**config.mk**
```make
export PLATFORM = sky130hd
export DESIGN_NAME = pmem_arbiter
export DESIGN_NICKNAME = d
export VERILOG_FILES = /design/src/rtl/pmem_arbiter.sv
export SDC_FILE = /design/constraint.sdc
export NUM_CORES = 1
export LEC_CHECK = 0
export BUFFER_PORTS_ARGS = -buffer_cell sky130_fd_sc_hd__buf_2
export CAP_MARGIN = 15
export CORE_AREA = 2 2 275 277
export DETAILED_ROUTE_END_ITERATION = 16
export DIE_AREA = 0 0 277 279
export GPL_TIMING_DRIVEN = 0
export HOLD_SLACK_MARGIN = 0.12
export PLACE_DENSITY = 0.4
export SKIP_LAST_GASP = 1
export SLEW_MARGIN = 20
export SYNTH_ARGS = -nofsm -noshare
export SYNTH_HDL_FRONTEND = slang
export SYNTH_SLANG_ARGS = --single-unit
```
**constraint.sdc**
```tcl
create_clock -name clk -period 4.4 [get_ports clk]
set_input_delay 0.88 -clock clk [delete_from_list [all_inputs] [get_ports clk]]
set_output_delay 0.88 -clock clk [all_outputs]
set_load 0.05 [all_outputs]
```
**src/rtl/pmem_arbiter.sv**
```systemverilog
// Round-robin arbiter between the I-cache and D-cache line ports and the single
// physical-memory port. Each granted request is latched for the whole transaction.
//
//  state   | meaning
//  --------+--------------------------------------------------------------
//  IDLE    | no transaction; requests sampled and arbitrated every cycle
//  SERVE_I | I-cache fill on pmem, waiting for pmem_resp
//  SERVE_D | D-cache fill or writeback on pmem, waiting for pmem_resp
module pmem_arbiter #(
   parameter int ADDR_WIDTH = 16,
   parameter int LINE_WIDTH = 128
) (
   input  logic                  clk,
   input  logic                  rst,

   input  logic [ADDR_WIDTH-1:0] i_pmem_address,
   input  logic                  i_pmem_read,
   output logic [LINE_WIDTH-1:0] i_pmem_rdata,
   output logic                  i_pmem_resp,

   input  logic [ADDR_WIDTH-1:0] d_pmem_address,
   input  logic                  d_pmem_read,
   input  logic                  d_pmem_write,
   input  logic [LINE_WIDTH-1:0] d_pmem_wdata,
   output logic [LINE_WIDTH-1:0] d_pmem_rdata,
   output logic                  d_pmem_resp,

   output logic [ADDR_WIDTH-1:0] pmem_address,
   output logic                  pmem_read,
   output logic                  pmem_write,
   output logic [LINE_WIDTH-1:0] pmem_wdata,
   input  logic [LINE_WIDTH-1:0] pmem_rdata,
   input  logic                  pmem_resp
);

   typedef enum logic [1:0] {IDLE, SERVE_I, SERVE_D} state_t;
   typedef enum logic {GRANT_I, GRANT_D} grant_t;

   state_t                  state_q, state_d;
   grant_t                  last_q, last_d;
   logic [ADDR_WIDTH-1:0]   addr_q, addr_d;
   logic [LINE_WIDTH-1:0]   wdata_q, wdata_d;
   logic                    rd_q, rd_d;
   logic                    wr_q, wr_d;
   logic                    d_req, i_req;
   logic                    pick_d;

   assign d_req  = d_pmem_read | d_pmem_write;
   assign i_req  = i_pmem_read;
   // On a tie the port that did not win last time goes first.
   assign pick_d = d_req & (~i_req | (last_q == GRANT_I));

   always_comb begin
      state_d     = state_q;
      last_d      = last_q;
      addr_d      = addr_q;
      wdata_d     = wdata_q;
      rd_d        = rd_q;
      wr_d        = wr_q;
      i_pmem_resp = 1'b0;
      d_pmem_resp = 1'b0;

      case (state_q)
         IDLE: begin
            if (pick_d) begin
               state_d = SERVE_D;
               last_d  = GRANT_D;
               addr_d  = d_pmem_address;
               wdata_d = d_pmem_wdata;
               wr_d    = d_pmem_write;
               rd_d    = d_pmem_read & ~d_pmem_write;
            end else if (i_req) begin
               state_d = SERVE_I;
               last_d  = GRANT_I;
               addr_d  = i_pmem_address;
               rd_d    = 1'b1;
               wr_d    = 1'b0;
            end
         end
         SERVE_I: begin
            if (pmem_resp) begin
               i_pmem_resp = ~rst;
               state_d     = IDLE;
               rd_d        = 1'b0;
               wr_d        = 1'b0;
            end
         end
         SERVE_D: begin
            if (pmem_resp) begin
               d_pmem_resp = ~rst;
               state_d     = IDLE;
               rd_d        = 1'b0;
               wr_d        = 1'b0;
            end
         end
         default: state_d = IDLE;
      endcase
   end

   always_ff @(posedge clk) begin
      if (rst) begin
         state_q <= IDLE;
         last_q  <= GRANT_I;
         addr_q  <= '0;
         wdata_q <= '0;
         rd_q    <= 1'b0;
         wr_q    <= 1'b0;
      end else begin
         state_q <= state_d;
         last_q  <= last_d;
         addr_q  <= addr_d;
         wdata_q <= wdata_d;
         rd_q    <= rd_d;
         wr_q    <= wr_d;
      end
   end

   assign pmem_address = addr_q;
   assign pmem_wdata   = wdata_q;
   assign pmem_read    = rd_q;
   assign pmem_write   = wr_q;
   assign i_pmem_rdata = pmem_rdata;
   assign d_pmem_rdata = pmem_rdata;

endmodule

```
==> run summary <==
SYNTH
------------------------------------------------------------------------------------------------------
Average instance area after synthesis ...................................................    8.03 um^2
Number of synthesized flops with an enable pin ..........................................            0
Xor and xnor area share after synthesis .................................................           0%
Proportion of register bits with asynchronous set or reset after synthesis ..............           0%
Mux cell area share after synthesis .....................................................           0%
Top cell type's share of synthesized area ...............................................        38.5%
Area fraction in and, or, nand and nor cells after synthesis ............................        11.6%
Dominant cell type by area after synthesis .............................................. sky130_fd_sc_hd__dfxtp_1
Most common library cells after synthesis ............................................... 261 x sky130_fd_sc_hd__buf_4, 149 x sky130_fd_sc_hd__dfxtp_1, 133 x sky130_fd_sc_hd__a21oi_1
Number of instances in the synthesized netlist ..........................................          965
Count of cell types in the netlist ......................................................           25
Combinational family with the most area after synthesis ................................. buffers and inverters
Compound-cell area share of the yosys netlist ...........................................        19.7%
Seq cells post-synth ....................................................................          149
Total number of yosys warnings ..........................................................            0
Post-Synthesis Net Count ................................................................         1262
Post-synthesis instance area ............................................................ 0.00775 mm^2
Library cell with the highest instance count after synthesis ............................ sky130_fd_sc_hd__buf_4
Fraction of the mapped netlist area in adder cells ......................................       0.484%
Dominant register cell in the synthesized netlist ....................................... sky130_fd_sc_hd__dfxtp_1
Biggest area contributors in the synthesized netlist .................................... sky130_fd_sc_hd__dfxtp_1 38%, sky130_fd_sc_hd__buf_4 25%, sky130_fd_sc_hd__a21oi_1 8.6%, sky130_fd_sc_hd__nand3_1 8.4%, sky130_fd_sc_hd__o21ai_0 8.4%
Portion of the post-synthesis area used by sequential elements ..........................        38.5%

DETAILED ROUTING
------------------------------------------------------------------------------------------------------
Detailed-route wire length per cell .....................................................      15.6 um
Vias ....................................................................................         8736
Total wire length .......................................................................      39.5 mm
Length of routed wiring on met1 .........................................................      16.5 mm
DRC violations left .....................................................................            0
Detail Route met2 WL ....................................................................      19.5 mm
Met3 wire length ........................................................................      2.86 mm
Number of DRC markers in iteration 0 ....................................................          239
Remaining antenna violation count .......................................................            0
First-pass detailed-route iteration total ...............................................            4
Top Layer Used ..........................................................................         met5
Via count normalized by instance count ..................................................         3.44

SETUP PATH
------------------------------------------------------------------------------------------------------
CP max stage cell ....................................................................... sky130_fd_sc_hd__clkbuf_1
Delay of the slowest cell on the worst path .............................................      0.72 ns
Worst EP required .......................................................................      3.52 ns
Category of the worst setup path launch point ...........................................   input port
Critical-path maximum fanout ............................................................           10
Critical path capture point type ........................................................ primary output
Crit path buffers/inverters .............................................................            3
Worst path cell trace ................................................................... clkbuf_1 -> clkbuf_1 -> and3b_1 -> buf_2
Most prevalent standard cell on the critical path ....................................... sky130_fd_sc_hd__clkbuf_1
Dominant delay contributor by cell family on the critical path .......................... buffers and inverters
Startpoint-to-endpoint class of the critical path .......................................       in2out
Worst path arrival time .................................................................      2.40 ns

GLOBAL ROUTE
------------------------------------------------------------------------------------------------------
Remaining global-route overflow .........................................................            0
Number of antenna violations at the first check in global routing .......................            5
Maximum number of pins on one net before global-route repair ............................           17
Number of global-route vias before repair ...............................................         8693
Overall fraction of global-route tracks in use ..........................................        9.87%
First-pass GRT wire length ..............................................................      56.2 mm

DIE
------------------------------------------------------------------------------------------------------
Core Box Area ...........................................................................  0.0741 mm^2
Effective utilization at floorplan ......................................................        10.5%
Cell Rows ...............................................................................          100
Ports placed on the boundary ............................................................          698
Die footprint ...........................................................................  0.0773 mm^2
Horizontal extent of the die ............................................................       277 um
Y dimension of the die ..................................................................       279 um

CTS
------------------------------------------------------------------------------------------------------
Number of cells upsized or downsized after cts ..........................................            0
Clock transition at the register clock pins on the worst setup and hold paths after CTS .      0.07 ns
Clock net sink count ....................................................................          149
# Post-CTS Setup Buffers ................................................................            0
Inserted Clock Buffers ..................................................................           17
Worst-case clock buffer depth ...........................................................            2
Hold-fix buffer count after cts .........................................................            0
CTS tree ................................................................................         done
Clk Latency, worst-skew pair ............................................................      0.47 ns
CTS H-Tree Depth ........................................................................            4
Cell at the root of the clock tree ...................................................... sky130_fd_sc_hd__clkbuf_16

STA
------------------------------------------------------------------------------------------------------
Part of the cycle the worst path needs ..................................................        74.6%
Time the worst path needs with I/O delays and setup .....................................      3.28 ns
Setup_tns ...............................................................................         0 ns
Post-route worst hold slack .............................................................     0.473 ns
Number of hold-slack violations in the final timing report ..............................            0
Unrepaired setup endpoints after global routing .........................................        false
Worst clock skew on the final layout ....................................................   0.00816 ns
Maximum clock frequency .................................................................      305 MHz
Max Transition Viols Final ..............................................................            0
Worst-case headroom to the max-slew limit ...............................................        40.1%
Slew at the pin closest to its max-slew limit ...........................................     0.898 ns
Finish-stage setup viols ................................................................            0

POWER AND IR DROP
------------------------------------------------------------------------------------------------------
Pwr Density .............................................................................  451 mW/mm^2
Worst voltage drop across the vdd grid ..................................................   0.000161 V
Lkg Pwr .................................................................................   0.00606 uW
Total power .............................................................................      5600 uW

PLACE
------------------------------------------------------------------------------------------------------
Count of port buffers added during placement ............................................          568
Cell count after placement ..............................................................         2502
Final weighted congestion in routability-driven placement ...............................        0.786
Detail Placement HPWL ...................................................................      32.8 mm

STATUS
------------------------------------------------------------------------------------------------------
Result of the run ....................................................................... finished, final reports clean

LAYOUT
------------------------------------------------------------------------------------------------------
Post-layout instance count excluding filler cells .......................................         2538
Layout area overhead ....................................................................        60.3%
Post-layout nets ........................................................................         1849
Fraction of final layout cells sized beyond drive strength 1 ............................        57.3%

MIN PATH
------------------------------------------------------------------------------------------------------
Worst hold path class ...................................................................      reg2reg

JOB
------------------------------------------------------------------------------------------------------
Maxcap violations .......................................................................            0

-- where the power goes --
part	switching (uW)	internal [uW]	leakage (uW)
logic	1790	614	0.00454
registers	90.1	1530	0.00123
clock network	688	887	0.000283
total	2570	3030	0.00606
-- placed cells by master (no fill, tap or decap), drive strengths merged, types with 4 or more instances in the layout --
cell type    n
a311oi      16
clkinvlp     5
nand2       33
inv          6
nand3      130
o21ai      130
nor2        17
diode        4
dfxtp      149
clkbuf      65
a21oi      133
buf        860
-- cells by family (layout without fill, tap and decap cells) --
| kind of cell | count (synthesis) | in the layout |
|---|---|---|
| compound gates | 285 | 285 |
| fa+ha+maj | 3 | 3 |
| buf+inv | 340 | 940 |
| flops | 149 | 149 |
| other cells | 0 | 4 |
| simple gates | 188 | 188 |
-- metrics by stage --
step,setup slack [ns],utilization [%],instance area [um^2]
after CTS,0.871,16.8,12400
after global routing,0.861,16.8,12400
after floorplan,1.79,-,7750
after global placement,0.899,15.9,11800
after detailed placement,0.871,15.9,11800
final,1.12,16.8,12400
-- flip-flops by register name (all words and copies together) (netlist names) --
name / cells
state_q: 2
pmem_address: 16
pmem_write: 1
pmem_read: 1
pmem_wdata: 128
last_q: 1
-- worst register-to-register path, cell delays in order, from the launching register on --
cell	delay, ns
sky130_fd_sc_hd__dfxtp_1	0.32
sky130_fd_sc_hd__inv_1	0.08
sky130_fd_sc_hd__ha_1	0.14
sky130_fd_sc_hd__buf_2	0.19
sky130_fd_sc_hd__clkbuf_2	0.45
sky130_fd_sc_hd__clkbuf_1	0.54
sky130_fd_sc_hd__nand3_1	0.21
sky130_fd_sc_hd__a21oi_1	0.16
-- layout make-up --
cell class	count	area [um^2]
inverters	3	11.3
clock buffers	20	467
fillers	8590	61600
plain buffers	337	2290
repair buffers	568	2840
flip-flops and latches	149	2980
clock inverters	12	144
multi-input cells	476	2470
diodes	4	10.0
well taps	969	1210
-- path summary, 6_finish.rpt --
path                   from               to  slack, ns  depth (start not counted)
max                     rst      i_pmem_resp       1.12                          4
min          pmem_wdata[32]   pmem_wdata[32]       0.47                          2
max reg2reg      state_q[0]  pmem_wdata[102]       2.25                          7
min reg2reg  pmem_wdata[32]   pmem_wdata[32]       0.47                          2
-- metal layers --
| metal | GRT usage [%] | vias to the layer above |
|---|---|---|
| met3 | 2.93 | 35 |
| li1 | - | 4225 |
| met1 | 11.9 | 4089 |
| met2 | 16.7 | 383 |
| met4 | 3.26 | 4 |
| met5 | 0 | - |
Power figures use the tool's default switching activity.
